`config.mk`:
```
export PLATFORM = sky130hd
export DESIGN_NAME = dcache_req_arbiter
export DESIGN_NICKNAME = d
export VERILOG_FILES = /design/src/rtl/dcache_req_arbiter.sv
export SDC_FILE = /design/constraint.sdc
export NUM_CORES = 1
export LEC_CHECK = 0
export ABC_AREA = 1
export CAP_MARGIN = 20
export CORE_UTILIZATION = 41
export CTS_CLUSTER_DIAMETER = 50
export DETAILED_ROUTE_END_ITERATION = 16
export MAX_ROUTING_LAYER = met4
export PLACE_DENSITY = 0.9
export SETUP_SLACK_MARGIN = 0.1
export SYNTH_ARGS = -nofsm -noshare
export SYNTH_HDL_FRONTEND = slang
export SYNTH_SLANG_ARGS = --single-unit
```
`constraint.sdc`:
```
create_clock -name clk -period 3.9 [get_ports clk]
set_clock_uncertainty 0.2 [all_clocks]
set_input_delay 0.39 -clock clk [delete_from_list [all_inputs] [get_ports clk]]
set_output_delay 0.39 -clock clk [all_outputs]
set_load 0.01 [all_outputs]
```
`src/rtl/dcache_req_arbiter.sv`:
```
// Two-port arbiter for the single DCache request port: MEM1 pipeline (port 0, priority) and
// store-buffer drain (port 1, anti-starvation). Optional perf counters under DCACHE_ARB_PERF_EN.
module dcache_req_arbiter #(
    parameter  int ADDR_W     = 32,
    parameter  int DATA_W     = 32,
    parameter  int STARVE_MAX = 4,
    localparam int SEL_W      = DATA_W / 8
) (
    input  logic              clk,
    input  logic              rst_n,
    input  logic              flush,
    input  logic              req0_valid,
    input  logic [ADDR_W-1:0] req0_addr,
    input  logic              req0_we,
    input  logic [SEL_W-1:0]  req0_sel,
    input  logic [DATA_W-1:0] req0_wdata,
    input  logic [2:0]        req0_type,
    output logic              req0_gnt,
    output logic              req0_ack,
    input  logic              req1_valid,
    input  logic [ADDR_W-1:0] req1_addr,
    input  logic              req1_we,
    input  logic [SEL_W-1:0]  req1_sel,
    input  logic [DATA_W-1:0] req1_wdata,
    input  logic [2:0]        req1_type,
    output logic              req1_gnt,
    output logic              req1_ack,
    output logic              dcache_ce_o,
    output logic [ADDR_W-1:0] dcache_addr_o,
    output logic              dcache_we_o,
    output logic [SEL_W-1:0]  dcache_sel_o,
    output logic [DATA_W-1:0] dcache_data_o,
    output logic [2:0]        dcache_rd_type_o,
    output logic [2:0]        dcache_wr_type_o,
    input  logic              dcache_ready_i,
    input  logic              dcache_ack_i
`ifdef DCACHE_ARB_PERF_EN
    ,
    output logic [31:0]       perf_gnt0_o,
    output logic [31:0]       perf_gnt1_o,
    output logic [31:0]       perf_conflict_o
`endif
);

    typedef enum logic [1:0] {IDLE, ISSUE, WAIT} state_t;

    localparam logic [3:0] STARVE_LIM = 4'(STARVE_MAX);

    state_t            state, state_nxt;
    logic              owner;
    logic              drop;
    logic [3:0]        starve_cnt;
    logic [ADDR_W-1:0] addr_q;
    logic              we_q;
    logic [SEL_W-1:0]  sel_q;
    logic [DATA_W-1:0] data_q;
    logic [2:0]        type_q;

    logic eff_req0, grant, win1, ack_hit;

    assign eff_req0 = req0_valid & ~flush;
    // Gated by rst_n so no grant can escape while reset is held with requests pending.
    assign grant    = rst_n & (state == IDLE) & dcache_ready_i & (eff_req0 | req1_valid);
    assign win1     = req1_valid & ((starve_cnt == STARVE_LIM) | ~eff_req0);
    assign ack_hit  = (state == WAIT) & dcache_ack_i;

    assign req0_gnt = grant & ~win1;
    assign req1_gnt = grant & win1;
    // A flushed port-0 transaction still drains DCache, but its owner never sees the ack.
    assign req0_ack = ack_hit & ~owner & ~drop & ~flush;
    assign req1_ack = ack_hit & owner;

    assign dcache_ce_o      = (state == ISSUE);
    assign dcache_addr_o    = addr_q;
    assign dcache_we_o      = we_q;
    assign dcache_sel_o     = sel_q;
    assign dcache_data_o    = data_q;
    assign dcache_rd_type_o = we_q ? 3'b000 : type_q;
    assign dcache_wr_type_o = we_q ? type_q : 3'b000;

    always_comb begin
        state_nxt = state;
        case (state)
            IDLE:    if (grant) state_nxt = ISSUE;
            ISSUE:   state_nxt = WAIT;
            WAIT:    if (dcache_ack_i) state_nxt = IDLE;
            default: state_nxt = IDLE;
        endcase
    end

    always_ff @(posedge clk or negedge rst_n) begin
        if (!rst_n) begin
            state      <= IDLE;
            owner      <= 1'b0;
            drop       <= 1'b0;
            starve_cnt <= 4'd0;
            addr_q     <= '0;
            we_q       <= 1'b0;
            sel_q      <= '0;
            data_q     <= '0;
            type_q     <= 3'b000;
        end else begin
            state <= state_nxt;
            if (grant) begin
                owner  <= win1;
                addr_q <= win1 ? req1_addr  : req0_addr;
                we_q   <= win1 ? req1_we    : req0_we;
                sel_q  <= win1 ? req1_sel   : req0_sel;
                data_q <= win1 ? req1_wdata : req0_wdata;
                type_q <= win1 ? req1_type  : req0_type;
                if (win1)
                    starve_cnt <= 4'd0;
                else if (req1_valid && starve_cnt != STARVE_LIM)
                    starve_cnt <= starve_cnt + 4'd1;
            end
            if (ack_hit)
                drop <= 1'b0;
            else if (state != IDLE && !owner && flush)
                drop <= 1'b1;
        end
    end

`ifdef DCACHE_ARB_PERF_EN
    logic [31:0] perf_gnt0, perf_gnt1, perf_conflict;

    always_ff @(posedge clk or negedge rst_n) begin
        if (!rst_n) begin
            perf_gnt0     <= '0;
            perf_gnt1     <= '0;
            perf_conflict <= '0;
        end else begin
            if (req0_gnt) perf_gnt0 <= perf_gnt0 + 32'd1;
            if (req1_gnt) perf_gnt1 <= perf_gnt1 + 32'd1;
            if (state == IDLE && eff_req0 && req1_valid) perf_conflict <= perf_conflict + 32'd1;
        end
    end

    assign perf_gnt0_o     = perf_gnt0;
    assign perf_gnt1_o     = perf_gnt1;
    assign perf_conflict_o = perf_conflict;
`endif

endmodule
```
Word level (Yosys, flattened, before mapping)
Cells that the tools add are included.
{"block": "word_totals", "output_inout_bits": 80, "word_cells": 59, "inputBits": 151, "register_bits": 80}
{"block": "op_classes", "bitwise_logic": 19, "n_eq_ne": 6, "n_reduce_logical": 10, "addsub": 1, "n_mux": 14}
{"operator": "2-to-1 mux 32 bit", "n": 2}
{"operator": "bitwise AND 1 bit", "n": 12}
{"operator": "2-to-1 mux 4 bit", "n": 3}
{"operator": "2-to-1 mux 3 bit", "n": 3}
{"operator": "one-hot mux 2 bit (3 select lines)", "n": 1}
{"operator": "nonzero test 2 bit", "n": 3}
{"operator": "inverter 1 bit", "n": 5}
{"operator": "adder 4 x 1 -> 4 bit, second input constant", "n": 1}
{"operator": "== test 4 x 3 -> 1 bit, second input constant", "n": 1}
{"operator": "2-to-1 mux 2 bit", "n": 2}
{"operator": "inequality test 2 bit, second input constant", "n": 2}
{"operator": "inequality test 4 x 3 -> 1 bit, second input constant", "n": 1}
{"operator": "AND reduction 2 bit", "n": 2}
{"operator": "logical AND 1 bit", "n": 3}
{"operator": "2-to-1 mux 1 bit", "n": 3}
{"operator": "== test 2 x 1 -> 1 bit, second input constant", "n": 1}
{"operator": "== test 2 bit, second input constant", "n": 1}
{"operator": "logical NOT 2 bit", "n": 1}
{"operator": "bitwise OR 1 bit", "n": 2}
{"operator": "logical NOT 1 bit", "n": 1}

Logic depth before layout (Yosys ltp)
{"block": "logic_depth", "word_depth": 7, "depth_mapped": 9, "mapped_depth_nobuf": 7}

Worst setup path after synthesis
OpenSTA, ideal clock, no wires.
{"block": "synth_path", "path_kind": "register to output", "from": "register starve_cnt[0]", "to": "output port req0_gnt", "required_time_ns": 3.310, "stages_incl_launch_ff": 8, "path_buffers": 2, "setup_slack_ns": 1.999, "t_arrival_ns": 1.311, "path_cell_list": "dfrtp_1 -> inv_1 -> ha_1 -> nand3_1 -> nand2_1 -> buf_2 -> buf_2 -> a21oi_1"}
{"block": "synth_via", "elab_chain_len": 5}
{"item": "start, declared", "line": "52", "source": "logic [3:0] starve_cnt;"}
{"item": "start signal, assigned", "line": "114", "source": "starve_cnt <= starve_cnt + 4'd1;"}
{"item": "== test 4 x 3 -> 1 bit", "line": "64", "source": "assign win1 = req1_valid & ((starve_cnt == STARVE_LIM) | ~eff_req0);"}
{"item": "bitwise OR 1 bit", "line": "64"}
{"item": "bitwise AND 1 bit", "line": "64"}
{"item": "inverter 1 bit", "line": "67", "source": "assign req0_gnt = grant & ~win1;"}
{"item": "bitwise AND 1 bit", "line": "67"}
{"item": "end, declared", "line": "18", "source": "output logic req0_gnt,"}
Every way passes these cells.

Worst setup path after layout
{"block": "layout_path", "from": "register starve_cnt[0]", "to": "output port req1_gnt"}
{"block": "layout_via", "elab_chain_len": 4}
{"item": "== test 4 x 3 -> 1 bit", "line": "64"}
{"item": "bitwise OR 1 bit", "line": "64"}
{"item": "bitwise AND 1 bit", "line": "64"}
{"item": "bitwise AND 1 bit", "line": "68", "source": "assign req1_gnt = grant & win1;"}
{"item": "end, declared", "line": "26", "source": "output logic req1_gnt,"}
Every way passes these cells.

==> metrics.md <==
| Metric | Value |
|---|---|
| Status | `complete, no violations` |
| Hold EP | `dcache_addr_o[18]` |
| P&R area growth vs syn | `65.0%` |
| Gr ovfl total | `0` |
| Iter 0 DRT Violations | `204` |
| CP required | `3310 ps` |
| DP Area | `6200 um^2` |
| Synthesized area | `3890 um^2` |
| Antenna-violating nets left | `0` |
| # IOs | `231` |
| Worst hold path depth | `2` |
| Post-DP HPWL | `9370 um` |
| Clock tree buffer depth | `2` |
| Slew Viols, Final | `0` |
| Antenna violations before repair | `0` |
| Clock latency on the worst-skew pair | `340 ps` |
| Switching Power | `943 uW` |
| Worst Max-Slew Pin Slew | `835 ps` |
| Commonest non-fill, non-tap cell in the layout | `clkdlybuf4s50_1` |
| R2R Path End | `dcache_data_o[16]` |
| Crit path DAT | `2360 ps` |
| Yosys warns | `0` |
| Layout cells sized above 1 | `0.0439` |
| RSZ-0062 raised after global routing | `no` |
| Die area | `9890 um^2` |
| Critical path launch point type | `flip-flop` |
| FF-to-FF Start | `starve_cnt[0]` |
| Reg2reg path depth | `8` |
| GP Congestion | `0.792` |
| Synthesized instance count | `470` |
| Die Ht | `99.5 um` |
| Mux cell area share after synthesis | `0` |
| Gate power share | `0.387` |
| Commonest non-fill, non-tap cells in the layout | `clkdlybuf4s50_1 (229), nand3_1 (222), nand2_1 (86)` |
| Number of port buffers | `230` |
| Multi-input logic area | `1610 um^2` |
| Worst reg2reg setup slack | `1260 ps` |
| Die width | `99.5 um` |
| Post-Synth Simple-Gate Area | `0.387` |
| Synth Area in XOR/XNOR | `0.00225` |
| FP Rows | `35` |
| Final min period | `2950 ps` |
| Avg WL per Cell | `16.5 um` |
| CTS Buf Count | `9` |
| Highest Clock Rate | `338 MHz` |
| Reg power frac | `0.410` |
| P per Cell Area | `460 nW/um^2` |
| Syn_area_per_cell | `8.28 um^2` |
| H-tree levels | `3` |
| Pin count of the biggest net entering global routing | `81` |
| Main combinational cell family by area after synthesis | `simple AND/OR/NAND/NOR gates` |
| Clock slew at reported path FFs | `70 ps` |
| Final setup viols | `0` |
| Maximum fanout along the worst path | `29` |
| Cell Int Power | `2010 uW` |
| ANT cells | `0` |
| Adder and majority gate portion of the synthesized area | `0.00643` |
| Vias | `4343` |
| Hold WC Path Type | `flip-flop to flip-flop` |
| Crit end category | `primary output` |
| Core Region | `9240 um^2` |
| Hold Worst Slack | `297 ps` |
| Max Cap Viol | `0` |
| Pleak | `0.00281 uW` |
| Drt pass-1 iters | `5` |
| Number of synthesized register bits | `80` |
| Final Routed Wirelength | `13400 um` |
| Global-route wire length before repair | `21400 um` |
| CP Class | `flip-flop to primary output` |
| Post-synthesis sequential area ratio | `0.514` |
| Final worst path period share | `0.758` |
| Sw Ratio | `0.319` |
| Fin nets | `834` |
| Hold Vio Cnt, Final | `0` |
| Root Driver | `clkbuf_8` |
| Syn_nets | `623` |
| Fill cell count | `714` |
| Vias in the first global route | `4382` |
| Clk network pwr share | `0.203` |
| DRC | `0` |
| CTS sink cnt | `80` |
| Vias/cell | `5.34` |
| Post-synth cell types | `22` |
| CTS tree | `yes` |
| TNS Setup | `0 ps` |
| Reg area | `2000 um^2` |
| Compound-Gate Fraction of Synth Area | `0.0112` |
| Slew HR | `0.444` |
| Initial Utilization | `0.421` |
| Gr usage total | `0.284` |
| Max VDD drop | `247 uV` |
| Min-delay src | `dcache_addr_o[18]` |
| Resize count post-CTS | `0` |
| Design area | `6420 um^2` |
## sequential cells by signal, indices dropped and copies added (netlist names)
register	cells
dcache_addr_o	32
dcache_data_o	32
dcache_sel_o	4
starve_cnt	4
type_q	3
state	2
dcache_we_o	1
drop	1
owner	1
## power by group through the flow
stage | Combinational, uW | Clock [uW] | Sequential, uW
6_report | 1140 | 601 | 1210
5_1_grt | 1240 | 647 | 1240
4_1_cts | 1150 | 605 | 1210
3_5_place_dp | 1150 | 0 | 1220
3_3_place_gp | 1110 | 0 | 1210
2_1_floorplan | 347 | 0 | 1300
## kinds of logic after synthesis
kind of cell | after synthesis
xor gates and xnor gates | 1
adders and majority gates | 2
AOI/OAI and AO/OA | 7
buffers and inverters | 56
and+or+nand+nor | 324
DFF | 80
## metal layers
metal	up-vias	part of all wire	track usage	routed length, um
met5	-	0	-	0
met3	43	0.069	0.0520	927
met1	2034	0.40	0.349	5340
met2	245	0.49	0.456	6610
li1	2021	-	-	-
met4	0	0.039	0.135	519
## critical path: stages (launching register included)
cell             delay, ps
dfrtp_1                410
inv_1                  110
ha_1                   170
nand3_1                110
nand2_2                460
nand2_1                160
inv_1                   80
clkdlybuf4s50_1        530
## Yosys cell counts
master	number	area [um^2]
a21oi_1	1	5.00
buf_2	23	115
buf_4	6	45.0
buf_6	6	67.6
clkbuf_1	4	15.0
dfrtp_1	80	2000
ha_1	2	25.0
inv_1	15	56.3
inv_2	2	7.51
nand2_1	88	330
nand3_1	222	1110
nand3b_1	1	7.51
nand4_1	1	6.26
nor2_1	9	33.8
nor2_2	2	12.5
nor4_1	1	6.26
o21a_1	1	7.51
o21ai_0	1	5.00
o21ai_1	2	10.0
o21ai_2	1	8.76
o21bai_1	1	7.51
xor2_1	1	8.76
## how the worst max path moves through the flow
stage          slack, ps                 to           from  cells past startpoint
5_1_grt              710           req1_gnt  starve_cnt[0]                      7
3_5_place_dp         910  dcache_data_o[13]     req0_valid                      8
2_1_floorplan       2000           req0_gnt  starve_cnt[0]                      7
4_1_cts              920           req1_gnt  starve_cnt[0]                      7
6_report             950           req1_gnt  starve_cnt[0]                      7
3_3_place_gp        1040    dcache_sel_o[1]     req0_valid                      8
## through the flow
stage / util / std cells / power [uW] / worst slack (ps)
global placement: 0.671 / 797 / 2320 / 1040
CTS: 0.691 / 811 / 2970 / 917
global route: 0.695 / 813 / 3120 / 715
finish: 0.695 / 813 / 2960 / 945
floorplan: - / 470 / 1640 / 2000
detailed placement: 0.671 / 797 / 2370 / 912
## cell type report
cell class,instances,area share
well taps,129,0.0251
multi-input cells,334,0.251
inverters,17,0.00993
clock inverters,3,0.00682
flip-flops and latches,80,0.312
clock buffers,11,0.0220
repair buffers,239,0.374
## timing repair
action	in CTS	in global routing
setup buffers	0	0
hold endpoints to repair	0	17
hold buffers	0	1
No activity file was read; power rests on OpenSTA's default activity.
